==> config.mk <==
export PLATFORM = sky130hd
export DESIGN_NAME = jacobi_iter_ctrl_flat
export DESIGN_NICKNAME = d
export VERILOG_FILES = /design/src/rtl/jacobi_iter_ctrl_if.sv /design/src/rtl/jacobi_iter_ctrl.sv /design/src/flat_wrapper.sv
export SDC_FILE = /design/constraint.sdc
export NUM_CORES = 1
export LEC_CHECK = 0
export ABC_AREA = 0
export BUFFER_PORTS_ARGS = -buffer_cell sky130_fd_sc_hd__buf_2
export CAP_MARGIN = 15
export CORE_MARGIN = 2
export CORE_UTILIZATION = 52
export CTS_CLUSTER_DIAMETER = 80
export DETAILED_ROUTE_END_ITERATION = 7
export PLACE_DENSITY = 0.78
export SYNTH_ARGS = -nofsm -noshare
export SYNTH_HDL_FRONTEND = slang
export SYNTH_SLANG_ARGS = --single-unit
==> constraint.sdc <==
create_clock -name clock -period 3.16 [get_ports clock]
set_input_delay 0.158 -clock clock [delete_from_list [all_inputs] [get_ports clock]]
set_output_delay 0.158 -clock clock [all_outputs]
set_load 0.02 [all_outputs]
==> src/rtl/jacobi_iter_ctrl_if.sv <==
// ---------------------------------------------------------------------------
// jacobi_iter_ctrl_if
// Value stream from the divider into the iteration controller, plus the
// V SRAM write port that the controller drives.
//
// Handshake: a value transfers on a rising clock edge where in_valid and
// in_ready are both high. The source holds in_row/in_new/in_old stable while
// in_valid is high and in_ready is low. in_ready does not depend on in_valid.
//
// Signals:
//   in_valid, in_row, in_new, in_old : value from upstream (master -> slave)
//   in_ready                         : controller can accept (slave -> master)
//   wr_en, wr_addr, wr_data          : V SRAM write port (slave -> master)
// ---------------------------------------------------------------------------
interface jacobi_iter_ctrl_if #(
  parameter int DATA_W  = 48,
  parameter int ROW_W   = 10,
  parameter int BANKS   = 4,
  parameter int BANK_AW = 9
);
  logic               in_valid;
  logic               in_ready;
  logic [ROW_W-1:0]   in_row;
  logic [DATA_W-1:0]  in_new;
  logic [DATA_W-1:0]  in_old;
  logic [BANKS-1:0]   wr_en;
  logic [BANK_AW-1:0] wr_addr;
  logic [DATA_W-1:0]  wr_data;

  modport master (
    output in_valid, in_row, in_new, in_old,
    input  in_ready, wr_en, wr_addr, wr_data
  );

  modport slave (
    input  in_valid, in_row, in_new, in_old,
    output in_ready, wr_en, wr_addr, wr_data
  );
endinterface

==> src/rtl/jacobi_iter_ctrl.sv <==
// ---------------------------------------------------------------------------
// jacobi_iter_ctrl
// Iteration sequencer for the Jacobi solver. It takes one updated V value per
// row and writes it into a BANKS-way, ping-pong-sectioned V SRAM. It also
// tracks the largest per-row change in each iteration and then either ends
// the solve (converged, or iteration limit reached) or starts the next
// iteration in the other SRAM section.
//
// Optional feature: define ITER_ABORT_EN to add the 'abort' input. When abort
// is high in RUN or CHECK, the solve returns to IDLE on the next edge.
//
// Ports:
//   clock, reset   : rising-edge clock, asynchronous active-low reset
//   start          : solve request, honoured in IDLE or DONE
//   n_rows, max_iter, tol : solve setup, sampled at start (max_iter 0 = no limit)
//   abort          : (ITER_ABORT_EN only) cancel the running solve
//   bus            : value stream in, V SRAM write port out
//   vsram_section  : section being written; upstream reads the other section
//   iter_start/iter_done : 1-cycle pulses at the start and end of each iteration
//   busy, done, converged, iter_count, max_delta, err_row : status
//   state_dbg      : FSM state (0 IDLE, 1 RUN, 2 CHECK, 3 DONE)
// ---------------------------------------------------------------------------
module jacobi_iter_ctrl #(
  parameter int DATA_W  = 48,
  parameter int ROW_W   = 10,
  parameter int BANKS   = 4,
  parameter int BANK_AW = 9,
  parameter int ITER_W  = 8
) (
  input  logic              clock,
  input  logic              reset,
  input  logic              start,
  input  logic [ROW_W-1:0]  n_rows,
  input  logic [ITER_W-1:0] max_iter,
  input  logic [DATA_W-1:0] tol,
`ifdef ITER_ABORT_EN
  input  logic              abort,
`endif
  jacobi_iter_ctrl_if.slave bus,
  output logic              vsram_section,
  output logic              iter_start,
  output logic              iter_done,
  output logic              busy,
  output logic              done,
  output logic              converged,
  output logic [ITER_W-1:0] iter_count,
  output logic [DATA_W:0]   max_delta,
  output logic              err_row,
  output logic [1:0]        state_dbg
);

  localparam int LOG2B = $clog2(BANKS);

  typedef enum logic [1:0] {
    IDLE  = 2'd0,
    RUN   = 2'd1,
    CHECK = 2'd2,
    DONE  = 2'd3
  } state_t;

  state_t            state;
  logic [ROW_W-1:0]  n_rows_q;
  logic [ROW_W-1:0]  rows_seen;
  logic [ITER_W-1:0] max_iter_q;
  logic [DATA_W-1:0] tol_q;

  logic              abort_req;
  logic              accept;
  logic              row_ok;
  logic              last_row;
  logic [DATA_W:0]   diff;
  logic [DATA_W:0]   delta;
  logic [ITER_W-1:0] iter_next;

`ifdef ITER_ABORT_EN
  assign abort_req = abort;
`else
  assign abort_req = 1'b0;
`endif

  assign bus.in_ready = (state == RUN);
  assign busy         = (state == RUN) || (state == CHECK);
  assign done         = (state == DONE);
  assign state_dbg    = state;

  assign accept = bus.in_valid && (state == RUN);
  assign row_ok = (bus.in_row < n_rows_q);

  // One extra bit so that the most negative minus the most positive value
  // still fits; the magnitude is then always representable.
  assign diff  = {bus.in_new[DATA_W-1], bus.in_new} - {bus.in_old[DATA_W-1], bus.in_old};
  assign delta = diff[DATA_W] ? (~diff + (DATA_W+1)'(1)) : diff;

  assign last_row  = (({1'b0, rows_seen} + (ROW_W+1)'(1)) == {1'b0, n_rows_q});
  assign iter_next = (iter_count == {ITER_W{1'b1}}) ? iter_count : iter_count + ITER_W'(1);

  always_ff @(posedge clock or negedge reset) begin
    if (!reset) begin
      state         <= IDLE;
      n_rows_q      <= '0;
      rows_seen     <= '0;
      max_iter_q    <= '0;
      tol_q         <= '0;
      bus.wr_en     <= '0;
      bus.wr_addr   <= '0;
      bus.wr_data   <= '0;
      vsram_section <= 1'b0;
      iter_start    <= 1'b0;
      iter_done     <= 1'b0;
      converged     <= 1'b0;
      iter_count    <= '0;
      max_delta     <= '0;
      err_row       <= 1'b0;
    end else begin
      bus.wr_en  <= '0;
      iter_start <= 1'b0;
      iter_done  <= 1'b0;

      // Datapath for an accepted value. It is independent of abort, so a
      // write accepted in the abort cycle still reaches the SRAM.
      if (accept) begin
        if (row_ok) begin
          bus.wr_en   <= {{(BANKS-1){1'b0}}, 1'b1} << bus.in_row[LOG2B-1:0];
          bus.wr_addr <= {vsram_section, (BANK_AW-1)'(bus.in_row >> LOG2B)};
          bus.wr_data <= bus.in_new;
          rows_seen   <= rows_seen + ROW_W'(1);
          if (delta > max_delta) max_delta <= delta;
        end else begin
          err_row <= 1'b1;
        end
      end

      case (state)
        IDLE, DONE: begin
          if (start) begin
            n_rows_q      <= n_rows;
            max_iter_q    <= max_iter;
            tol_q         <= tol;
            iter_count    <= '0;
            rows_seen     <= '0;
            max_delta     <= '0;
            vsram_section <= 1'b0;
            if (state == DONE) err_row <= 1'b0;
            if (n_rows == '0) begin
              converged <= 1'b1;
              state     <= DONE;
            end else begin
              converged  <= 1'b0;
              iter_start <= 1'b1;
              state      <= RUN;
            end
          end
        end
        RUN: begin
          if (abort_req) begin
            converged <= 1'b0;
            state     <= IDLE;
          end else if (accept && row_ok && last_row) begin
            state <= CHECK;
          end
        end
        CHECK: begin
          if (abort_req) begin
            converged <= 1'b0;
            state     <= IDLE;
          end else begin
            iter_count <= iter_next;
            iter_done  <= 1'b1;
            if (max_delta <= {1'b0, tol_q}) begin
              converged <= 1'b1;
              state     <= DONE;
            end else if ((max_iter_q != '0) && (iter_next == max_iter_q)) begin
              converged <= 1'b0;
              state     <= DONE;
            end else begin
              // Next iteration writes the other section while upstream
              // reads the one just completed.
              vsram_section <= ~vsram_section;
              max_delta     <= '0;
              rows_seen     <= '0;
              iter_start    <= 1'b1;
              state         <= RUN;
            end
          end
        end
        default: state <= IDLE;
      endcase
    end
  end

endmodule
==> src/flat_wrapper.sv <==
// flat-port wrapper written by rule: the top's interface ports become plain ports
module jacobi_iter_ctrl_flat 
#(
  parameter int DATA_W  = 48,
  parameter int ROW_W   = 10,
  parameter int BANKS   = 4,
  parameter int BANK_AW = 9,
  parameter int ITER_W  = 8
)
  (clock, reset, start, n_rows, max_iter, tol, vsram_section, iter_start, iter_done, busy, done, converged, iter_count, max_delta, err_row, state_dbg, bus_in_valid, bus_in_row, bus_in_new, bus_in_old, bus_in_ready, bus_wr_en, bus_wr_addr, bus_wr_data);
  jacobi_iter_ctrl_if #(.DATA_W(DATA_W), .ROW_W(ROW_W), .BANKS(BANKS), .BANK_AW(BANK_AW)) bus_i ();
  input  logic clock;
  input  logic reset;
  input  logic start;
  input  logic [ROW_W-1:0] n_rows;
  input  logic [ITER_W-1:0] max_iter;
  input  logic [DATA_W-1:0] tol;
  output logic vsram_section;
  output logic iter_start;
  output logic iter_done;
  output logic busy;
  output logic done;
  output logic converged;
  output logic [ITER_W-1:0] iter_count;
  output logic [DATA_W:0] max_delta;
  output logic err_row;
  output logic [1:0] state_dbg;
  input wire logic [$bits(bus_i.in_valid)-1:0] bus_in_valid;
  input wire logic [$bits(bus_i.in_row)-1:0] bus_in_row;
  input wire logic [$bits(bus_i.in_new)-1:0] bus_in_new;
  input wire logic [$bits(bus_i.in_old)-1:0] bus_in_old;
  output wire logic [$bits(bus_i.in_ready)-1:0] bus_in_ready;
  output wire logic [$bits(bus_i.wr_en)-1:0] bus_wr_en;
  output wire logic [$bits(bus_i.wr_addr)-1:0] bus_wr_addr;
  output wire logic [$bits(bus_i.wr_data)-1:0] bus_wr_data;
  assign bus_i.in_valid = bus_in_valid;
  assign bus_i.in_row = bus_in_row;
  assign bus_i.in_new = bus_in_new;
  assign bus_i.in_old = bus_in_old;
  assign bus_in_ready = bus_i.in_ready;
  assign bus_wr_en = bus_i.wr_en;
  assign bus_wr_addr = bus_i.wr_addr;
  assign bus_wr_data = bus_i.wr_data;
  jacobi_iter_ctrl #(.DATA_W(DATA_W), .ROW_W(ROW_W), .BANKS(BANKS), .BANK_AW(BANK_AW), .ITER_W(ITER_W)) u_core (.clock(clock), .reset(reset), .start(start), .n_rows(n_rows), .max_iter(max_iter), .tol(tol), .bus(bus_i), .vsram_section(vsram_section), .iter_start(iter_start), .iter_done(iter_done), .busy(busy), .done(done), .converged(converged), .iter_count(iter_count), .max_delta(max_delta), .err_row(err_row), .state_dbg(state_dbg));
endmodule
-- Word level (Yosys, flattened, before mapping)
Cells that the tools add are included.
Widths: inputs -> output; s select.
- $lt $le $gt $ge: 3
- bitwise gates (word level): 3
- shift-type cells: 1
- multiplexer cells: 45
- $add $sub $neg: 5
- reductions and logical operators: 16
- equal/unequal tests: 11
- operator list (operator ; number):
    $mux 49 ; 7
    $pmux 49 s2 ; 1
    $mux 10 ; 5
    $add 49x1->49 const B ; 1
    $gt 49x49->1 ; 1
    $le 49x48->1 ; 1
    $not 49->49 ; 1
    $sub 48x48->49 ; 1
    $pmux 10 s2 ; 1
    $mux 1 ; 17
    $mux 8 ; 2
    $pmux 8 s2 ; 1
    $add 10x1->11 const B ; 1
    $eq 11x10->1 ; 1
    $add 10x1->10 const B ; 1
    $logic_not 10->1 ; 1
    $lt 10x10->1 ; 1
    $mux 2 ; 5
    $add 8x1->8 const B ; 1
    $eq 8x8->1 ; 1
    $eq 8x8->1 const B ; 1
    $mux 4 ; 2
    $reduce_and 2->1 ; 4
    $reduce_bool 8->1 ; 1
    other kinds (16) ; 25
- input bits: 176
- logic and storage cells: 99
- output and inout port bits: 128
- flip-flop bits (word level): 201

-- Depth between registers and ports, before layout
- depth after elaboration: 11
- mapped depth: 28
- depth with buffers taken out: 26

-- Least setup slack after synthesis
OpenSTA, ideal clock, no wires.
- path type: input-to-reg
- start point: input port bus_in_new[0]
- end point: register u_core.max_delta[27]
- stages on the path: 24
- arrival time: 5.557 ns
- buffers on the path: 3
- slack: -2.517 ns
- data required time: 3.040 ns
- path through: inv_1 -> ha_1 -> fa_1 -> nand2b_1 -> a21oi_4 -> a2bb2oi_2 -> a21boi_1 -> o21a_4 -> xnor2_2 -> or4_4 -> nor3_4 -> a31oi_1 -> xor2_1 -> ha_1 -> and3_1 -> nand3_1 -> or4_1 -> o21a_1 -> and2_1 -> or2_2 -> clkbuf_1 -> clkbuf_1 -> clkbuf_1 -> o211a_1
- word-level cells in the longest chain between the ends: 11
- elaborated cells between the ends (all ways): 12
- those cells by class: add/sub: 2; order compare: 1; mux: 8; bitwise: 1
- RTL lines (what ; line ; source):
    start: declaration ; flat_wrapper.sv:30 ; input wire logic [$bits(bus_i.in_new)-1:0] bus_in_new;
    $sub 48x48->49 (*) ; jacobi_iter_ctrl.sv:91 ; assign diff = {bus.in_new[DATA_W-1], bus.in_new} - {bus.in_old[DATA_W-1], bus.in_old};
    $not 49->49 ; jacobi_iter_ctrl.sv:92 ; assign delta = diff[DATA_W] ? (~diff + (DATA_W+1)'(1)) : diff;
    $add 49x1->49 ; jacobi_iter_ctrl.sv:92 ;
    $mux 49 (*) ; jacobi_iter_ctrl.sv:92 ;
    $gt 49x49->1 ; jacobi_iter_ctrl.sv:127 ; if (delta > max_delta) max_delta <= delta;
    $mux 49 (*) ; jacobi_iter_ctrl.sv:127 ;
    $mux 49 (*) ; jacobi_iter_ctrl.sv:122 ; if (row_ok) begin
    $mux 49 (*) ; jacobi_iter_ctrl.sv:121 ; if (accept) begin
    $mux 49 ; jacobi_iter_ctrl.sv:172 ; end else if ((max_iter_q != '0) && (iter_next == max_iter_q)) begin
    $mux 49 ; jacobi_iter_ctrl.sv:169 ; if (max_delta <= {1'b0, tol_q}) begin
    $pmux 49 s2 (*) ; jacobi_iter_ctrl.sv:133 ; case (state)
    end signal: assignment ; jacobi_iter_ctrl.sv:127 ;
    end: declaration ; jacobi_iter_ctrl.sv:47 ; output logic [DATA_W:0] max_delta,
Mark *: on every way between the ends. The rest lies on a longest branch, timed or not.
A chain may end at the register's enable or synchronous reset.

-- Final worst setup path
- start point: input port bus_in_new[0]
- end point: register u_core.max_delta[37]
The elaborated chain is that of the path after synthesis.

==> metrics.txt <==
cell area after synthesis=16500 sq um; yosys warns=0; TritonCTS Buffers=24; Setup WS post-layout=-1.87 ns; hold path endpoint=u_core.err_row; initial core utilization=52.4%; vias per inst=5.83; clk_lat worst skew=0.55 ns; outcome=finished, violations left; htree depth=1; worst setup path startpoint=bus_in_new[0]; net count reported at finish=3061; Finished Layout Cells=3143; CTS Root Cell=clkbuf_16; Slew headroom=53.1%; sequential power share=24.1%; Cell Rows=65; CTS clk-pin slew, worst paths=0.06 ns; Worst path max stage delay=0.54 ns; post-synthesis sequential area ratio=30.6%; worst setup path class=in2reg; first-pass GRT wire length=92.8 mm; DIE WIDTH=182 um; Die Span Y=182 um; I/O Buffers=303; Slew Limit Fails=0; post-layout util=79.4%; Post-DP HPWL=41.4 mm; Post-synth EDFFs=0; hold path startpoint=bus_in_valid; Reg2Reg Launch Point=u_core.tol_q[26]; total core area=31400 sq um; highest ir drop seen on vdd=0.000596 V; Reg2Reg Capture Point=u_core.max_delta[47]; Clock power frac=16.4%; CTS tree=done; CP Capture Type=flop; GP Congestion=0.936; most frequent cell after synthesis=dfrtp_1; failing checks=negative setup slack; Max Clk Rate=199 MHz; number of diodes=0; Final Hold Fails=0; initial antenna violation count=0; FILL cells=1875; Reg2Reg Depth=17; Switch Pwr=7.89 mW; Max Buffers Root-to-Sink=3; largest area contributor in the netlist=dfrtp_1; pwr dens=740 nW/um^2; flops & latches, synth=201; Max Cap Violations=0; synth cell count leaders=dfrtp_1 (201), inv_1 (173), ha_1 (161); CP arrival=5.47 ns; GRT Overall Usage=34.3%; Hold Slack=0.115 ns; Worst Hold Class=in2reg; Placed Cells=2937; ys async rst share=100%; setup tns final=-85.32 ns; measured slew at the worst slew-check pin=0.699 ns; Post-DRT Antenna Nets=0; synth unique cells=99; final setup fails=49; Synth Area per Inst=8.82 sq um; total grt overflow=0; number of global-route vias before repair=18.4k; Synth Instances=1866; RSZ-0062 raised after global routing=true; Net Sw Frac=42.8%; Hold Path Stages=4; Sink Count=201; Die Area=33100 sq um; Layout area overhead=51.3%; routed len/inst=19.4 um; Slowest cell on crit path=or4_4; largest net degree at the start of global routing=67; total leakage power=12.3 nW; layout cells sized above 1=41.2%; Area contributors post-synth=dfrtp_1 (31%), ha_1 (12%), mux2_2 (8.4%); R2R setup slack=-0.06 ns; via count=18.3k; Synth Net Count=2204; setup slack at placement=-2.67 ns; Final Cycle Share=159%; Pwr Total=18.4 mW; Post-route DRC=0; final WL=60.9 mm; post-synth top area share=30.6%; Gate power share=59.5%; ys flop type=dfrtp_1; Final Skew=0.0361 ns; Int Power=10.6 mW; Worst setup SP type=input pin; Period minus WS final=5.03 ns; Top Ports=304; Iter 0 DRT Violations=1362; placed instance area=21700 sq um; Design Area, Final=24900 sq um; worst-path fanout max=5; 1st-pass router iterations=6; CP Data Required Time=3.60 ns
worst max-delay path, delay by kind of cell:
family / cells / cell delay [ns]
muxes: 1 / 0.28
and+or+nand+nor: 10 / 2.55
buffers and inverters: 3 / 0.30
xor gates and xnor gates: 2 / 0.36
AOI/OAI and AO/OA: 6 / 1.04
adders and majority gates: 3 / 0.80
kinds of logic (layout without fill, tap and decap cells):
| family | Yosys count | count (layout) | share of synthesized area, % |
|---|---|---|---|
| AOI/OAI and AO/OA | 488 | 488 | 20.6 |
| xor gates and xnor gates | 98 | 98 | 5.31 |
| adders and majority gates | 162 | 162 | 12.4 |
| buffers and inverters | 257 | 1132 | 6.33 |
| DFF | 201 | 201 | 30.6 |
| muxes | 130 | 130 | 8.84 |
| and+or+nand+nor | 530 | 530 | 16.0 |
how the worst max path moves through the flow:
stage / end / slack [ns] / depth (start not counted)
after floorplan: u_core.max_delta[37] / -2.24 / 24
after global placement: u_core.max_delta[37] / -2.58 / 24
after detailed placement: u_core.max_delta[47] / -2.67 / 28
after CTS: u_core.max_delta[37] / -1.76 / 25
after global routing: u_core.max_delta[37] / -2.07 / 28
final: u_core.max_delta[37] / -1.87 / 25
state kept, by name, indices dropped and copies added (netlist names), 2 cells and up:
signal / flops
u_core.max_delta: 49
u_core.bus.wr_data: 48
u_core.tol_q: 48
u_core.n_rows_q: 10
u_core.rows_seen: 10
u_core.bus.wr_addr: 9
u_core.iter_count: 8
u_core.max_iter_q: 8
u_core.bus.wr_en: 4
u_core.state_dbg: 2
placed cells by master, fill, tap and decap left out, types with 15 or more instances in the layout:
cell             n
ha_1           152
xor2_1          40
nor2_1         122
xnor2_1         52
a211oi_2        21
buf_4          455
a22o_1          17
nand2b_1        16
a21o_1          57
o21ai_1         22
o21a_1          18
o21ai_0         57
a21oi_2         31
buf_12          15
nand2_1        126
clkbuf_16       27
buf_2          301
nand4_1         57
a21oi_1         94
dlygate4sd3_1  126
inv_1          172
a31oi_1         17
nand3_1         44
mux2_2         122
o211ai_1        15
nor3_1          33
dfrtp_1        201
a211oi_1        20
cell type report:
type / count / area (sq um) / share of cell area (%)
Clock buffer: 33 / 716 / 2.87
Clock inverter: 11 / 143 / 0.573
Inverter: 174 / 666 / 2.67
Multi-Input combinational cell: 1408 / 11100 / 44.6
Sequential cell: 201 / 5030 / 20.2
Tap cell: 402 / 503 / 2.02
Timing Repair Buffer: 914 / 6750 / 27.1
power by group through the flow:
stage	Clock, mW	Sequential, mW	Combinational (mW)
finish	3.02	4.45	11.0
global route	3.13	4.55	11.7
CTS	3.01	4.35	10.0
detailed placement	0	4.37	9.47
global placement	0	4.31	9.07
floorplan	0	4.99	5.12
what timing repair did:
action	CTS	global route
pin swaps	36	46
hold endpoints to repair	176	0
setup buffers	19	11
cloned	2	4
hold buffers	126	0
resized for setup	51	122
endpoints found under the setup margin	50	61
routing by layer:
| layer | share of wire, % | global-route usage [%] |
|---|---|---|
| met1 | 40 | 43.4 |
| met4 | 5.6 | 14.9 |
| met3 | 6.7 | 4.53 |
| met5 | 0 | 0 |
| met2 | 47 | 59.0 |
No activity file was read; power rests on OpenSTA's default activity.
